===== src/rtl/pc_sequencer.sv =====
// PC sequencer: picks the next-PC source each cycle, holds a redirect until
// instruction memory accepts it, and raises the trap pulse on interrupt entry.
module pc_sequencer #(
    parameter int SYNC_STAGES = 2
) (
    input  logic       CLK,
    input  logic       RST,
    input  logic       IMEM_READY,
    input  logic       STALL_LU,
    input  logic       EX_BR_TAKEN,
    input  logic       EX_JAL,
    input  logic       EX_JALR,
    input  logic       EX_MRET,
    input  logic       INTR,
    input  logic       MIE,
    output logic       PC_WRITE,
    output logic [2:0] PC_SOURCE,
    output logic       FLUSH_IF,
    output logic       FLUSH_ID,
    output logic       TRAP_TAKEN
);

    localparam logic [2:0] SRC_PC4    = 3'd0;
    localparam logic [2:0] SRC_JALR   = 3'd1;
    localparam logic [2:0] SRC_BRANCH = 3'd2;
    localparam logic [2:0] SRC_JAL    = 3'd3;
    localparam logic [2:0] SRC_MTVEC  = 3'd4;
    localparam logic [2:0] SRC_MEPC   = 3'd5;

    typedef enum logic {
        ST_RUN  = 1'b0,
        ST_HOLD = 1'b1
    } state_e;

    state_e                 state_q, state_d;
    logic [2:0]             held_src_q, held_src_d;
    logic [SYNC_STAGES-1:0] intr_sync_q;

    logic       intr_synced;
    logic       irq_req;
    logic       redirect;
    logic [2:0] win_src;

    assign intr_synced = intr_sync_q[SYNC_STAGES-1];
    assign irq_req     = intr_synced & MIE;

    // Redirect arbitration; an interrupt beats MRET so the MRET is squashed.
    always_comb begin
        redirect = 1'b1;
        win_src  = SRC_PC4;
        if (irq_req) begin
            win_src = SRC_MTVEC;
        end else if (EX_MRET) begin
            win_src = SRC_MEPC;
        end else if (EX_JALR) begin
            win_src = SRC_JALR;
        end else if (EX_JAL) begin
            win_src = SRC_JAL;
        end else if (EX_BR_TAKEN) begin
            win_src = SRC_BRANCH;
        end else begin
            redirect = 1'b0;
        end
    end

    always_comb begin
        state_d    = state_q;
        held_src_d = held_src_q;
        PC_WRITE   = 1'b0;
        PC_SOURCE  = SRC_PC4;
        FLUSH_IF   = 1'b0;
        FLUSH_ID   = 1'b0;
        TRAP_TAKEN = 1'b0;

        if (!RST) begin
            if (state_q == ST_HOLD) begin
                // Execute-stage requests and interrupts are ignored until commit.
                PC_SOURCE = held_src_q;
                FLUSH_IF  = 1'b1;
                FLUSH_ID  = 1'b1;
                if (IMEM_READY) begin
                    PC_WRITE = 1'b1;
                    state_d  = ST_RUN;
                end
            end else if (redirect) begin
                PC_SOURCE = win_src;
                FLUSH_IF  = 1'b1;
                FLUSH_ID  = 1'b1;
                if (IMEM_READY) begin
                    PC_WRITE = 1'b1;
                end else begin
                    held_src_d = win_src;
                    state_d    = ST_HOLD;
                end
            end else if (STALL_LU) begin
                FLUSH_ID = 1'b1;
            end else begin
                PC_WRITE = IMEM_READY;
            end
            TRAP_TAKEN = PC_WRITE && (PC_SOURCE == SRC_MTVEC);
        end
    end

    always_ff @(posedge CLK or posedge RST) begin
        if (RST) begin
            state_q     <= ST_RUN;
            held_src_q  <= SRC_PC4;
            intr_sync_q <= '0;
        end else begin
            state_q     <= state_d;
            held_src_q  <= held_src_d;
            intr_sync_q <= {intr_sync_q[SYNC_STAGES-2:0], INTR};
        end
    end

endmodule


===== config.mk =====
export PLATFORM = sky130hd
export DESIGN_NAME = pc_sequencer
export DESIGN_NICKNAME = d
export VERILOG_FILES = /design/src/rtl/pc_sequencer.sv
export SDC_FILE = /design/constraint.sdc
export NUM_CORES = 1
export LEC_CHECK = 0
export BUFFER_PORTS_ARGS = -buffer_cell sky130_fd_sc_hd__buf_2
export CORE_AREA = 2 2 39 41
export CTS_CLUSTER_SIZE = 12
export DETAILED_ROUTE_END_ITERATION = 8
export DIE_AREA = 0 0 41 43
export PLACE_DENSITY_LB_ADDON = 0.2
export SYNTH_ARGS = -nofsm -noshare
export SYNTH_HDL_FRONTEND = slang
export SYNTH_SLANG_ARGS = --single-unit

===== constraint.sdc =====
create_clock -name CLK -period 1.2 [get_ports CLK]
set_clock_uncertainty 0.1 [all_clocks]
set_input_delay 0.12 -clock CLK [delete_from_list [all_inputs] [get_ports CLK]]
set_output_delay 0.12 -clock CLK [all_outputs]
set_load 0.02 [all_outputs]

# Word level (Yosys, flattened, before mapping)
# Cells that the tools add are included.
# classes
n_eq_ne	1
mux	31
bitwise_logic	4
reduce_logical	2
# op_table
cell	n
$mux 1	22
$mux 3	6
$mux 2	3
$reduce_and 4->1	1
$eq 3x3->1 const B	1
$not 1->1	3
$and 1x1->1	1
$logic_and 1x1->1	1
# word_totals
register_bits	6
input_bits	10
out_inout_bits	7

# Logic depth before layout (Yosys ltp)
# Gate-level depths: netlist (run 1).
# logic_depth
word_depth	11
ltp_mapped	4
depth_no_buf	3

# Worst setup path before layout (run 1)
# OpenSTA, ideal clock, no wires.
# synth_path
path_kind	register to output
start	register intr_sync_q[1]
end	output port PC_SOURCE[1]
arrival_ns	1.374
required_time_ns	0.980
setup_slack_ns	-0.394
path_stages_with_launch	4
path_buffers	0
path_cell_list	dfrtp_1 a211o_1 or3_1 a21oi_1
# synth_via
elab_chain_cells	6
elab_cells_between_ends	7
cone_classes	mux: 6; bitwise: 1
# synth_lines
element	line	source
from (decl)	37	logic [SYNC_STAGES-1:0] intr_sync_q;
from (signal assigned)	112	intr_sync_q <= {intr_sync_q[SYNC_STAGES-2:0], INTR};
$and 1x1->1 (*)	45	assign irq_req = intr_synced & MIE;
$mux 3 / $mux 1 (equally long branches)	51	if (irq_req) begin
$mux 3 (*)	85	end else if (redirect) begin
$mux 3 (*)	76	if (state_q == ST_HOLD) begin
$mux 3 (*) (2 in series)	75	if (!RST) begin
to (decl)	17	output logic [2:0] PC_SOURCE,
# Mark *: on every way between the ends. The rest lies on a longest branch, timed or not. The select of a mux whose other input is x is not followed.

# Worst setup path in the final report (run 1)
# layout_path
start	register intr_sync_q[1]
end	output port PC_WRITE
# layout_via
elab_chain_cells	6
# layout_lines
element	line	source
$and 1x1->1	45	
$mux 1	51	
$mux 1	85	
$mux 1	76	
$mux 1 (2 in series)	75	
to (decl)	16	output logic PC_WRITE,
# No other way between the ends. The select of a mux whose other input is x is not followed.

==> impl_metrics.yaml, run 1 <==
synth:
  synth_top_family_by_area: "compound AO/OA/AOI/OAI gates"
  yosys.area_share.simple_pct: 25.3
  ys_warn_count: 0
  syn_inst: 43
  synth_compound_area_share_pct: 27.3
  syn_nets: 53
  yosys_register_bits: 6
  synth_fa_ha_area_share_pct: 0
  yosysSeqAreaShare_pct: 41.5
  synthDistinctLibCells: 19
  netlist_area_sq_um: 362
  muxShareOfSynthArea_pct: 0
  yosys.area_share.xor_xnor_pct: 0
  syn_avg_cell_area_sq_um: 8.41
worst_setup_path:
  cp_max_fo: 4
  critical_path_required_ns: 0.98
  reg2reg_to: "state_q$_DFFE_PP0N_"
  start_kind: "flop"
  end_kind: "output pin"
  critPathKind: "reg2out"
  r2r_slack_ns: -0.41
  crit_arrival_ns: 1.52
  r2r_cells: 8
  crit-reg2reg-launch: "intr_sync_q[1]$_DFF_PP0_"
layout:
  diodes: 0
  final_net_count: 94
  num-fill-cells: 117
  layout.cells.non_filler: 98
  syn_to_final_growth_pct: 116
  drive_gt1_share_pct: 67.1
  fin_util_pct: 56.4
  final_area_sq_um: 781
placed_design:
  io_buffers: 16
  placed_area_sq_um: 616
  dp_hpwl_um: 858
  gp_congestion: 0.754
  placed_cells: 90
timing:
  postLayoutSetupSlackWorst_ns: -0.542
  slew_viol_final: 0
  finalSetupTns_ns: -3.73
  relSlewSlack_pct: 85.4
  rsz0062_at_grt: "yes"
  max_freq_mhz: 574
  layout_min_cycle_time_ns: 1.74
  finalHoldViolCount: 0
  setup_viol: 11
  fin_crit_sh_pct: 145
  worst_slew_pin_slew_ns: 0.217
clocking:
  insertion_delay_ns: 0.24
  clk_pin_slew_ns: 0.05
  root_buffer: "clkbuf_4"
  cts_tree: "yes"
  numCtsBuffers: 3
  cts.sinks: 6
  htreeDepth: 1
  ctsLongestPathBuffers: 2
route:
  drtPass1Iterations: 4
  wl_um: 1180
  drt-initial-drc-count: 6
  drc: 0
  wl_per_cell_um: 12.1
  detail-route-antenna-nets: 0
  via_count: 458
  avgViaCountPerCell: 4.67
grt:
  grt_pass1_vias: 461
  grt.overflow.total: 0
  grt_start_max_net_pins: 6
  antenna_found_initial: 0
  grt_pass1_wl_um: 1870
  grtUsageTotal_pct: 15.6
floorplanning:
  start_util_pct: 26.1
  rows: 14
  die_w_um: 41
  die-area_sq_mm: 0.00176
  boundaryPins: 17
  die_height_um: 43
  core-area_sq_mm: 0.00138
power_and_ir_drop:
  ir_drop_v: 0.000651
  finalPower_mw: 0.769
  p_leak_nw: 0.358
  power.density_mw_per_mm2: 985
min_path:
  holdCritStartpoint: "IMEM_READY"
  hold_end: "state_q$_DFFE_PP0N_"
  hp-class: "in2reg"
  whs_path_depth: 3
flow_run:
  max_cap_violations: 0
run_status:
  violations: "negative setup slack"
  status: "complete, but fails checks"
flip-flops by register name, summed over array words and instances, names as in the netlist:
register / flops
held_src_q: 3
state_q: 1
intr_sync_q: 2
timing repair:
action,in CTS,in global routing
gates cloned,0,0
resized for setup,16,14
pin swaps,4,4
hold buffers,2,0
hold endpoints to repair,7,0
setup endpoints to repair,11,11
setup buffers,1,2
cell usage after synthesis, drive strengths merged:
cell | number | area, sq um
nand2 | 3 | 11.3
o21ai | 4 | 20.0
o31ai | 2 | 15.0
a31oi | 1 | 6.26
nor4bb | 1 | 10.0
a2bb2oi | 1 | 8.76
or3 | 2 | 17.5
nor2b | 1 | 6.26
a211oi | 2 | 15.0
buf | 2 | 10.0
inv | 3 | 11.3
nand3 | 1 | 5.00
a21oi | 5 | 25.0
nor3 | 2 | 10.0
a211o | 1 | 8.76
dfrtp | 6 | 150
nor4 | 1 | 12.5
nor2 | 5 | 18.8
final cells by class:
type	instances	area [sq um]	area share, %
timing repair buffer	38	294	37.7
multi-input combinational	32	277	35.4
sequential	6	151	19.4
clock buffer	3	22.5	2.88
tap	16	20.0	2.56
inverter	3	16.3	2.08
worst max path at each step:
stage / cells after the start / to / slack (ns) / from
final: 6 / PC_WRITE / -0.54 / intr_sync_q[1]$_DFF_PP0_
after global routing: 6 / PC_WRITE / -0.67 / intr_sync_q[1]$_DFF_PP0_
after CTS: 6 / PC_WRITE / -0.56 / intr_sync_q[1]$_DFF_PP0_
after detailed placement: 6 / PC_WRITE / -0.30 / intr_sync_q[1]$_DFF_PP0_
after global placement: 6 / PC_WRITE / -0.28 / intr_sync_q[1]$_DFF_PP0_
after floorplan: 3 / PC_SOURCE[1] / -0.26 / intr_sync_q[1]$_DFF_PP0_
report_power, final:
group / total (mW) / switching (mW) / internal, mW / leakage (nW)
Clock: 0.178 / 0.0657 / 0.113 / 0.0138
Sequential: 0.261 / 0.0248 / 0.236 / 0.0693
Combinational: 0.329 / 0.153 / 0.177 / 0.275
Total: 0.769 / 0.243 / 0.526 / 0.358
metal layers:
metal | share of wire [%] | vias to the layer above | wire, um | global-route usage, %
met3 | 5.8 | 0 | 69 | 3.14
met2 | 52 | 12 | 616 | 23.1
li1 | - | 237 | - | -
met1 | 42 | 209 | 497 | 20.6
met5 | 0 | - | 0 | 0
met4 | 0 | 0 | 0 | 8.00
placed cells by master, fill, tap and decap left out, types with 2 or more instances in the layout:
| cell type | count |
|---|---|
| o21ai_1 | 4 |
| nand2_1 | 2 |
| a21oi_4 | 2 |
| dfrtp_1 | 5 |
| a21oi_2 | 2 |
| dlygate4sd3_1 | 2 |
| inv_1 | 2 |
| buf_2 | 9 |
| nor2_1 | 3 |
| or3_4 | 2 |
| nor3_1 | 2 |
| buf_4 | 20 |
| nor2_2 | 2 |
| clkbuf_4 | 3 |
| buf_6 | 7 |
kinds of logic after synthesis:
logic type	count (synthesis)
buffers and inverters	5
AOI/OAI and AO/OA	16
DFF	6
and+or+nand+nor	16
metrics by stage:
| step | setup WS, ns | hold WS [ns] |
|---|---|---|
| 2_1_floorplan | -0.259 | 0.0258 |
| 3_3_place_gp | -0.284 | -0.0447 |
| 3_5_place_dp | -0.302 | -0.0530 |
| 4_1_cts | -0.559 | 0.126 |
| 5_1_grt | -0.668 | 0.158 |
| 6_report | -0.542 | 0.152 |
worst max-delay path, stage by stage (launching register included):
cell     delay [ns]
dfrtp_1        0.38
a211o_1        0.29
buf_6          0.13
nor4_4         0.11
buf_4          0.17
a21oi_2        0.05
buf_4          0.15
Note: power is estimated with default switching activity, not from simulation.
==> run 2: changes to the inputs <==
--- a/config.mk
+++ b/config.mk
@@ -5,11 +5,11 @@
 export SDC_FILE = /design/constraint.sdc
 export NUM_CORES = 1
 export LEC_CHECK = 0
-export BUFFER_PORTS_ARGS = -buffer_cell sky130_fd_sc_hd__buf_2
 export CORE_AREA = 2 2 39 41
 export CTS_CLUSTER_SIZE = 12
 export DETAILED_ROUTE_END_ITERATION = 8
 export DIE_AREA = 0 0 41 43
+export DONT_BUFFER_PORTS = 1
 export PLACE_DENSITY_LB_ADDON = 0.2
 export SYNTH_ARGS = -nofsm -noshare
 export SYNTH_HDL_FRONTEND = slang
==> run 2 against run 1 <==
Against the previous run:
- the run ends with negative hold slack, negative setup slack left
- wire length increased by 6.7%
- sequential share of layout area up 3.2 points
- non-clock buffer count fell by 22
- sequential cell count is the same
- power fell by 4.1%
- first-iteration DRC count grew 50%
- largest power group unchanged
==> impl_metrics.yaml, run 2 (same netlist as run 1, synthesis figures left out) <==
worst_setup_path:
  critPathKind: "reg2out"
  crit-reg2reg-launch: "intr_sync_q[1]$_DFF_PP0_"
  end_kind: "output pin"
  start_kind: "flop"
  critical_path_required_ns: 0.98
  crit_arrival_ns: 1.45
  cp_max_fo: 4
  startpoint: "intr_sync_q[1]$_DFF_PP0_"
layout:
  fin_util_pct: 48.5
  diodes: 0
  syn_to_final_growth_pct: 85.5
  regMostFlops: "held_src_q"
  drive_gt1_share_pct: 61.7
  largest_reg_flops: 3
  layout.cells.non_filler: 76
  num-fill-cells: 126
  layout_common_cells: "buf_4 (9), dfrtp_1 (5), buf_6 (4)"
  reg_top3: "held_src_q: 3 flops, intr_sync_q: 2 flops, state_q: 1 flops"
  final_net_count: 72
  layout_commonest_cell: "buf_4"
power_and_ir_drop:
  p_leak_nw: 0.267
  ir_drop_v: 0.000361
  finalPower_mw: 0.737
  power.density_mw_per_mm2: 1100
  p_seq_share_pct: 37.1
  p_clk_share_pct: 25.2
  p_comb_share_pct: 37.7
  swShare_pct: 32.2
  p_sw_mw: 0.238
  internal-power_mw: 0.499
route:
  drc: 0
  avgViaCountPerCell: 5.16
  via_count: 392
  drtPass1Iterations: 4
  wl_per_cell_um: 16.6
  detail-route-antenna-nets: 0
  drt-initial-drc-count: 9
  wl_um: 1260
floorplanning:
  core-area_sq_mm: 0.00138
  start_util_pct: 26.1
  rows: 14
  die_height_um: 43
  die-area_sq_mm: 0.00176
  boundaryPins: 17
  die_w_um: 41
grt:
  antenna_found_initial: 0
  grtUsageTotal_pct: 15.4
  grt_pass1_vias: 408
  grt_pass1_wl_um: 1800
  grt.overflow.total: 0
  grt_start_max_net_pins: 8
clocking:
  holdBufCountCts: 3
  insertion_delay_ns: 0.24
  htreeDepth: 1
  cts_tree: "yes"
  clk_pin_slew_ns: 0.04
  cts.sinks: 6
  ctsLongestPathBuffers: 2
  numCtsBuffers: 3
  root_buffer: "clkbuf_4"
min_path:
  holdCritStartpoint: "EX_MRET"
  hp-class: "in2reg"
timing:
  max_freq_mhz: 598
  relSlewSlack_pct: 82.0
  worst_slew_pin_slew_ns: 0.269
  fin_crit_sh_pct: 139
  timing.hold.ws_ns: -0.0465
  setup_viol: 11
  postLayoutSetupSlackWorst_ns: -0.472
  slew_viol_final: 0
  rsz0062_at_grt: "yes"
  finalHoldViolCount: 2
  layout_min_cycle_time_ns: 1.67
placed_design:
  dp_hpwl_um: 797
  pre_cts_slack_ns: -0.240
  io_buffers: 0
  placed_cells: 67
  gp_congestion: 0.685
run_status:
  status: "complete, but fails checks"
  violations: "negative hold slack, negative setup slack"
flow_run:
  max_cap_violations: 0
run 2: cell count changes in the layout (fill, tap and decap cells not counted), sizes merged:
cell / change
dlygate4sd3: +1
buf: -23
run 2: cell type report:
class / instances / area, sq um / share of cell area (%)
Multi-Input combinational cell: 32 / 318 / 47.4
Sequential cell: 6 / 151 / 22.6
Timing Repair Buffer: 16 / 143 / 21.3
Clock buffer: 3 / 22.5 / 3.36
Tap cell: 16 / 20.0 / 2.99
Inverter: 3 / 16.3 / 2.43
run 2: final timing paths:
path,to,slack (ns),cells past startpoint
max,PC_WRITE,-0.47,5
min,held_src_q[2]$_DFFE_PP0P_,-0.05,2
max reg2reg,state_q$_DFFE_PP0N_,-0.28,6
min reg2reg,intr_sync_q[1]$_DFF_PP0_,0.25,0
max in group asynchronous,state_q$_DFFE_PP0N_,0.51,3
min in group asynchronous,held_src_q[1]$_DFFE_PP0P_,0.36,3
run 2: stage by stage:
step                      TNS (ns)  area, sq um
after detailed placement     -1.81          483
after global placement       -1.69          483
after global routing         -4.11          671
after CTS                    -3.58          593
after floorplan              -1.42          398
final                        -3.63          671
run 2: timing repair:
| item | CTS | global route |
|---|---|---|
| setup buffers | 3 | 1 |
| gates resized for setup | 13 | 15 |
| pin swaps | 5 | 3 |
| endpoints found under the hold margin | 11 | 2 |
| setup endpoints to repair | 11 | 11 |
run 2: critical path: stages, from the launching register on:
cell,delay (ns)
dfrtp_1,0.37
a211o_1,0.28
buf_6,0.13
nor4_4,0.16
buf_6,0.18
a21oi_4,0.08
run 2: power by group through the flow:
stage | clock network, mW | logic, mW | registers, mW
global route | 0.214 | 0.297 | 0.276
global placement | 0 | 0.192 | 0.264
detailed placement | 0 | 0.195 | 0.266
floorplan | 0 | 0.135 | 0.254
CTS | 0.200 | 0.238 | 0.261
finish | 0.186 | 0.278 | 0.273
run 2: routing by layer:
layer / GRT usage (%) / up-vias / routed length, um / share of wire (%)
met1: 19.7 / 185 / 530 / 42
met3: 4.71 / 2 / 82 / 6.5
li1: - / 191 / - / -
met5: 0 / - / 0 / 0
met2: 22.2 / 14 / 634 / 50
met4: 8.00 / 0 / 14 / 1.1
